<file path="src/rtl/layer_pkg.sv">
// Shared types and sizing helpers for the fully connected layer.
package layer_pkg;

  typedef enum logic {
    ACT_IDENT,
    ACT_RELU
  } act_mode_e;

  typedef enum logic {
    EMPTY,
    DRAIN
  } drain_e;

  function automatic int acc_width(int bit_size, int in_size);
    return 2 * bit_size + $clog2(in_size + 1) + 1;
  endfunction

endpackage

</file>
<file path="src/rtl/layer_quant_act.sv">
// Per-neuron shift, clamp and activation of one accumulator.
import layer_pkg::*;

module layer_quant_act #(
  parameter int ACC_W     = 19,
  parameter int BIT_SIZE  = 8,
  parameter int FRAC_BITS = 0,
  parameter int ACT_MODE  = 1
) (
  input  logic signed [ACC_W-1:0]    acc,
  output logic signed [BIT_SIZE-1:0] y,
  output logic                       sat_flag
);

  localparam logic signed [ACC_W-1:0] HI =
    ACC_W'((2 ** (BIT_SIZE - 1)) - 1);
  localparam logic signed [ACC_W-1:0] LO = ~HI;
  localparam bit RELU = (ACT_MODE == int'(ACT_RELU));

  logic signed [ACC_W-1:0] t;

  assign t = acc >>> FRAC_BITS;

  always_comb begin
    y        = t[BIT_SIZE-1:0];
    sat_flag = 1'b0;
    if (t > HI) begin
      y        = HI[BIT_SIZE-1:0];
      sat_flag = 1'b1;
    end else if (t < LO) begin
      y        = LO[BIT_SIZE-1:0];
      sat_flag = 1'b1;
    end
    // a clamped negative that ReLU zeroes is not a saturation
    if (RELU && t < 0) begin
      y        = '0;
      sat_flag = 1'b0;
    end
  end

endmodule

</file>
<file path="src/rtl/layer_stream.sv">
// Streaming fully connected layer: parallel MACs, double-buffered output.
import layer_pkg::*;

module layer_stream #(
  parameter int IN_SIZE   = 3,
  parameter int OUT_SIZE  = 3,
  parameter int BIT_SIZE  = 8,
  parameter int FRAC_BITS = 0,
  parameter int ACT_MODE  = 1
) (
  input  logic                         clk,
  input  logic                         rst,
  input  logic                         in_valid,
  output logic                         in_ready,
  input  logic signed [BIT_SIZE-1:0]   x,
  input  logic [OUT_SIZE*BIT_SIZE-1:0] w,
  input  logic [OUT_SIZE*BIT_SIZE-1:0] b,
  output logic                         out_valid,
  input  logic                         out_ready,
  output logic signed [BIT_SIZE-1:0]   y,
  output logic                         out_last,
  output logic                         sat
);

  localparam int ACC_W = acc_width(BIT_SIZE, IN_SIZE);
  localparam int ICW = (IN_SIZE > 1) ? $clog2(IN_SIZE) : 1;
  localparam int OCW = (OUT_SIZE > 1) ? $clog2(OUT_SIZE) : 1;
  localparam logic [ICW-1:0] IN_LAST = ICW'(IN_SIZE - 1);
  localparam logic [OCW-1:0] OUT_LAST = OCW'(OUT_SIZE - 1);

  logic [ICW-1:0] in_cnt;
  logic [OCW-1:0] out_cnt;
  drain_e         state;
  logic           load;
  logic           in_last;
  logic           in_hs;
  logic           out_hs;
  logic           fin_hs;

  logic signed [ACC_W-1:0]    acc     [OUT_SIZE];
  logic signed [ACC_W-1:0]    acc_nxt [OUT_SIZE];
  logic signed [BIT_SIZE-1:0] ybuf    [OUT_SIZE];
  logic signed [BIT_SIZE-1:0] qy      [OUT_SIZE];
  logic [OUT_SIZE-1:0]        qsat;

  assign in_last = (in_cnt == IN_LAST);
  assign out_hs  = out_valid && out_ready;
  assign fin_hs  = out_hs && out_last;
  // a pending load also occupies the buffer (matters when IN_SIZE=1)
  assign in_ready = !(in_last &&
                      (load || (state == DRAIN && !fin_hs)));
  assign in_hs   = in_valid && in_ready;
  assign y       = ybuf[out_cnt];

  for (genvar i = 0; i < OUT_SIZE; i++) begin : g_neuron
    logic signed [BIT_SIZE-1:0]   wi;
    logic signed [BIT_SIZE-1:0]   bi;
    logic signed [2*BIT_SIZE-1:0] prod;
    logic signed [ACC_W-1:0]      base;

    assign wi   = w[i*BIT_SIZE +: BIT_SIZE];
    assign bi   = b[i*BIT_SIZE +: BIT_SIZE];
    assign prod = x * wi;
    assign base = (in_cnt == '0)
                ? {{(ACC_W-BIT_SIZE){bi[BIT_SIZE-1]}}, bi}
                : acc[i];
    assign acc_nxt[i] = base +
      {{(ACC_W-2*BIT_SIZE){prod[2*BIT_SIZE-1]}}, prod};

    layer_quant_act #(
      .ACC_W     (ACC_W),
      .BIT_SIZE  (BIT_SIZE),
      .FRAC_BITS (FRAC_BITS),
      .ACT_MODE  (ACT_MODE)
    ) u_qa (
      .acc      (acc[i]),
      .y        (qy[i]),
      .sat_flag (qsat[i])
    );
  end

  always_ff @(posedge clk) begin
    if (rst) begin
      in_cnt <= '0;
      load   <= 1'b0;
      for (int k = 0; k < OUT_SIZE; k++) acc[k] <= '0;
    end else begin
      load <= in_hs && in_last;
      if (in_hs) begin
        in_cnt <= in_last ? '0 : in_cnt + 1'b1;
        for (int k = 0; k < OUT_SIZE; k++) acc[k] <= acc_nxt[k];
      end
    end
  end

  always_ff @(posedge clk) begin
    if (rst) begin
      state     <= EMPTY;
      out_valid <= 1'b0;
      out_last  <= 1'b0;
      out_cnt   <= '0;
      sat       <= 1'b0;
      for (int k = 0; k < OUT_SIZE; k++) ybuf[k] <= '0;
    end else if (load) begin
      for (int k = 0; k < OUT_SIZE; k++) ybuf[k] <= qy[k];
      state     <= DRAIN;
      out_valid <= 1'b1;
      out_cnt   <= '0;
      out_last  <= (OUT_SIZE == 1);
      sat       <= sat | (|qsat);
    end else if (out_hs) begin
      if (out_last) begin
        state     <= EMPTY;
        out_valid <= 1'b0;
        out_last  <= 1'b0;
        out_cnt   <= '0;
      end else begin
        out_cnt  <= out_cnt + 1'b1;
        out_last <= (out_cnt + 1'b1 == OUT_LAST);
      end
    end
  end

endmodule

</file>
<file path="config.mk">
export PLATFORM = sky130hd
export DESIGN_NAME = layer_stream
export DESIGN_NICKNAME = d
export VERILOG_FILES = /design/src/rtl/layer_pkg.sv /design/src/rtl/layer_quant_act.sv /design/src/rtl/layer_stream.sv
export SDC_FILE = /design/constraint.sdc
export NUM_CORES = 1
export LEC_CHECK = 0
export BUFFER_PORTS_ARGS = -buffer_cell sky130_fd_sc_hd__buf_2
export CAP_MARGIN = 20
export CORE_ASPECT_RATIO = 0.9
export CORE_MARGIN = 2
export CORE_UTILIZATION = 52
export CTS_BUF_LIST = sky130_fd_sc_hd__clkbuf_8
export DETAILED_ROUTE_END_ITERATION = 8
export PLACE_DENSITY = 0.69
export SYNTH_ARGS = -nofsm -noshare
export SYNTH_HDL_FRONTEND = slang
export SYNTH_SLANG_ARGS = --single-unit
</file>
<file path="constraint.sdc">
create_clock -name clk -period 7.05 [get_ports clk]
set_input_delay 0.705 -clock clk [delete_from_list [all_inputs] [get_ports clk]]
set_output_delay 0.705 -clock clk [all_outputs]
set_load 0.02 [all_outputs]
</file>
Word level (Yosys, flattened, before mapping)
Memory sizes are Yosys's and may differ from the RTL's. A register that Yosys moved wholly into a read port is not among the register bits. Cells that the tools add are included.

Word-level logic and storage cells: 92. RAM bits: 81. Memories kept: 2. Output and inout bits: 12. Register bits: 8. Input port bits: 60.

Multiplexer cells: 43. Bitwise gates (word level): 7. $lt $le $gt $ge: 9. Multipliers: 3. Equality and inequality tests: 2. Reduce and logical (&&, ||, !) cells: 15. Add/subtract/negate cells: 5.

Memories: acc (depth 3, bits a word 19, read ports 3, clocked after Yosys merged registers in 0, wr ports 3, line layer_stream.sv:40) `logic signed [ACC_W-1:0] acc [OUT_SIZE];`; ybuf (depth 3, bits a word 8, read ports 1, clocked after Yosys merged registers in 1, wr ports 3, line layer_stream.sv:42) `logic signed [BIT_SIZE-1:0] ybuf [OUT_SIZE];`.

Operators with widths (count): $mux 19 (6); $mux 8 (12); $add 19x19->19 (3); $gt 19x8->1 const B (3); $lt 19x1->1 const B (3); $lt 19x8->1 const B (3); $mul 8x8->16 (3); $mux 1 (21); $mux 2 (4); $or 1x1->1 (7); $logic_and 1x1->1 (6); $add 2x1->2 const B (2); $eq 2x2->1 const B (2); $reduce_bool 2->1 (2); $reduce_or 3->1 (1); $logic_not 1->1 (2); $logic_not 2->1 (1); $reduce_and 2->1 (1); $reduce_or 2->1 (1); $logic_or 1x1->1 (1).

Depth between registers and ports, before layout
Word-level depth: 12. Mapped depth: 28. Gate-level depth less buffers: 27.

Modules after synthesis
A second synthesis with hierarchy kept.

Cells, all modules: 1643. Area, all modules: 14737.9 um^2.

By module, submodules not included: layer_stream (area each 14306.2 um^2, instances 1, cells an instance 1580); layer_quant_act (area each 143.9 um^2, instances 3, cells an instance 21).

Least setup slack after synthesis
Ideal clock, no wire load.

Path kind: input to register. Start point: input port x[1]. End point: memory acc[1][18], in the netlist acc[0][37], data pin. Required time: 6784 ps. Data arrival time: 6035 ps. Stages on the path: 26. Library setup time: 266 ps. Setup slack: 749 ps. Cell sequence: clkbuf_1 > nand2_1 > fa_1 > fa_1 > inv_1 > fa_1 > inv_1 > fa_1 > inv_1 > ha_1 > a21oi_1 > o21ai_0 > a21oi_1 > o21bai_1 > a21oi_1 > o21bai_1 > a21oi_1 > xnor2_1 > ha_1 > or2_2 > a21oi_1 > a31oi_1 > a31o_2 > mux2i_1 > xnor2_1 > nor2_1.

RTL lines: start, declared (line layer_stream.sv:15) `input logic signed [BIT_SIZE-1:0] x,`; end, declared (line layer_stream.sv:40).

==> impl_results.md <==
* Initial detailed-routing violation count at 651
* Global Route Usage Sum at 21.4%
* Number of distinct standard cells referenced by the synthesized netlist at 64
* Hold depth at 2
* Cell with the most instances after synthesis: sky130_fd_sc_hd__inv_1
* Number of detailed-route iterations in the first pass at 5
* Ordered cell list for the critical path: buf_2, and2_1, fa_1, inv_1, fa_1, inv_1, fa_1, inv_1, fa_1, inv_1, ha_1, o21ai_0, nor2_1, o41ai_2, a21oi_1, o41ai_4, nor2_2, ha_1, or3_1, a311oi_1, nor3_1, a221oi_1, a21o_1, a21oi_1
* Global-route congestion overflow total at 0
* Count of flip-flops with a built-in enable after synthesis at 81
* Number of clock sinks seen by CTS at 91
* Post-detailed-routing wire length at 29.1 mm
* CP arrival at 6.70 ns
* Row count at 57
* Antenna violations before repair at 0
* Critical-path top delay cell: sky130_fd_sc_hd__fa_1
* Storage element area at 0.00263 mm2
* Clock period minus worst slack at 6.59 ns
* Netlist area before placement at 0.0141 mm2
* Maximum fanout along the worst path at 18
* Top Ports at 72
* Setup tns final at 0 ns
* Outcome: completed
* Detailed-route wire length on metal 1 at 14.9 mm
* Top post-synthesis cells by area: sky130_fd_sc_hd__fa_1 (24%), sky130_fd_sc_hd__edfxtp_1 (17%), sky130_fd_sc_hd__ha_1 (13%), sky130_fd_sc_hd__inv_1 (7.7%), sky130_fd_sc_hd__and2_1 (6.2%)
* Number of design rule violations left after detail routing at 0
* Clk_lat worst skew at 0.37 ns
* Cells after synthesis at 1560
* TritonCTS clock tree: done
* Top layer in use: met4
* Largest net degree at the start of global routing at 58
* DR vias/cell at 5.20
* Placeable core area at 0.0268 mm2
* Count of input and output buffers at 71
* Post-synth top cells: sky130_fd_sc_hd__inv_1 (290), sky130_fd_sc_hd__fa_1 (168), sky130_fd_sc_hd__ha_1 (142), sky130_fd_sc_hd__and2_1 (140), sky130_fd_sc_hd__nand2_1 (135)
* Measured slew at the worst slew-check pin at 0.774 ns
* Register bit total from synthesis at 91
* Placed cell count at 1962
* Min-Delay Path Class: flip-flop to flip-flop
* Max clock buf depth at 2
* Required time of the critical path at 7.16 ns
* Vert. Die Dim at 160 um
* Worst reg2reg path depth at 16
* Width of the chip at 177 um
* Kind of critical path: input port to flip-flop
* Post CTS Setup Buffer Count at 0
* Critical Path Sink Type: flip-flop
* NumNets Final at 1989
* Mean cell area of the mapped netlist at 9.02 um2
* Inserted Diodes at 0
* Clock buffer count from CTS at 9
* Post-CTS Resized at 0
* Final weighted congestion in routability-driven placement at 0.876
* Yosys Warn Count at 0
* Relative max-transition margin at 48.4%
* Clock input transition at the sequential cells of the worst setup and hold paths at 0.10 ns
* Sequential element share of the synthesized area at 18.7%
* Fraction of layout cells with a size suffix above 1 at 7.94%
* Post-synth ARST share at 0%
* Post-DR wirelength/cell at 14.7 um
* Area share of the largest cell type after synthesis at 23.9%
* Synth Flop Type: sky130_fd_sc_hd__edfxtp_1
* Clock Skew at 0.0181 ns
* Number of filler instances in the final layout at 2481
* Via count of the routed design at 10300
* Highest clock frequency the design can meet at 152 MHz
* Slowest stage delay, CP at 0.54 ns
* Final setup violating endpoints at 0
* # Max-Cap Violations at 0
* Max Transition Viols Final at 0
* Cts hold-fix bufs at 0
* Number of levels the H-tree was split into at 3
* Detailed-placement wirelength estimate at 23.9 mm
* Master cell of the clock root buffer: sky130_fd_sc_hd__clkbuf_8
* Final Hold Fails at 0
* Final cell count without fillers at 1978
* Initial Util at 52.4%
* Area occupied by multi-input gates at 0.0102 mm2
* Number of global-route vias before repair at 10100
* Total length of routed met2 wires at 12.5 mm
* Post-DRT Antenna Nets at 0
* Setup repair after global routing missed its margin: false
* Most area-hungry cell type in the Yosys netlist: sky130_fd_sc_hd__fa_1
* Global-route wire length before repair at 49.6 mm
* Die Area at 0.0284 mm2
* Signed area change from the synthesized netlist to the final layout at 6.68%
* Wire length on met3 at 1.40 mm
* CP Launch Type: input port
* Post-route fraction of the period consumed by the critical path at 93.5%
-- area by class of cell --
cell class	instances	area share, %
multi-input cells	1145	68.1
clock buffers	10	0.917
well taps	354	2.95
inverters	290	7.25
flip-flops and latches	91	17.5
repair buffers	82	2.92
clock inverters	6	0.309
-- cells in the final DEF, fill, tap and decap left out, drive strengths merged, types with 27 or more instances in the layout --
cell,synthesis,layout
a21o,51,51
a21oi,67,67
and2,140,140
buf,3,82
edfxtp,81,81
fa,168,168
ha,142,142
inv,290,293
nand2,135,135
nor2,88,88
nor2b,29,29
o21a,31,31
o21ai,33,33
xnor2,63,63
xor2,27,27
-- layer usage --
layer  global-route usage (%)  vias up
met5                        0        -
met4                     3.61        0
met3                     1.69       19
met2                     32.5      234
met1                     33.7     4893
li1                         -     5131
-- worst paths after layout --
path              from    endpoint  slack (ns)
min reg2reg        sat         sat        0.47
max reg2reg  in_cnt[1]  acc[0][56]        3.10
max               x[5]  acc[0][56]        0.46
min                sat         sat        0.47
-- worst max-delay path, delay by kind of cell --
kind            cells  cell delay, ns
fa+ha+maj           6            2.57
buf+inv             5            0.43
compound gates      8            2.04
simple gates        5            0.95
-- registers in the layout, indices dropped and copies added (netlist names), named ones only --
register  count
sat           1
ybuf         24
out_cnt       2
state         1
out_last      1
load          1
in_cnt        2
acc          57
-- kinds of logic (layout without fill, tap and decap cells) --
group,Yosys count,in the layout,share of synthesized area (%)
AND/OR/NAND/NOR,480,480,17.2
buffers and inverters,326,388,8.70
adder cells (fa/ha/maj),310,310,36.5
AO/OA/AOI/OAI,246,246,11.9
flip-flops,91,91,18.7
XOR/XNOR,90,90,5.71
multiplexers,16,16,1.17
other,1,3,0.0267
-- stage by stage --
stage	cell area, um2	util [%]	hold slack (ns)	setup slack [ns]
3_3_place_gp	14800	55.3	0.445	0.217
6_report	15000	56.0	0.472	0.456
5_1_grt	15000	56.0	0.504	0.0171
3_5_place_dp	14800	55.3	0.453	0.114
4_1_cts	15000	56.0	0.478	0.512
2_1_floorplan	14100	-	0.467	0.749
Power is left out: the tool's default activity adds up to more than one toggle a clock period on the data nets, which glitch-free logic cannot reach.
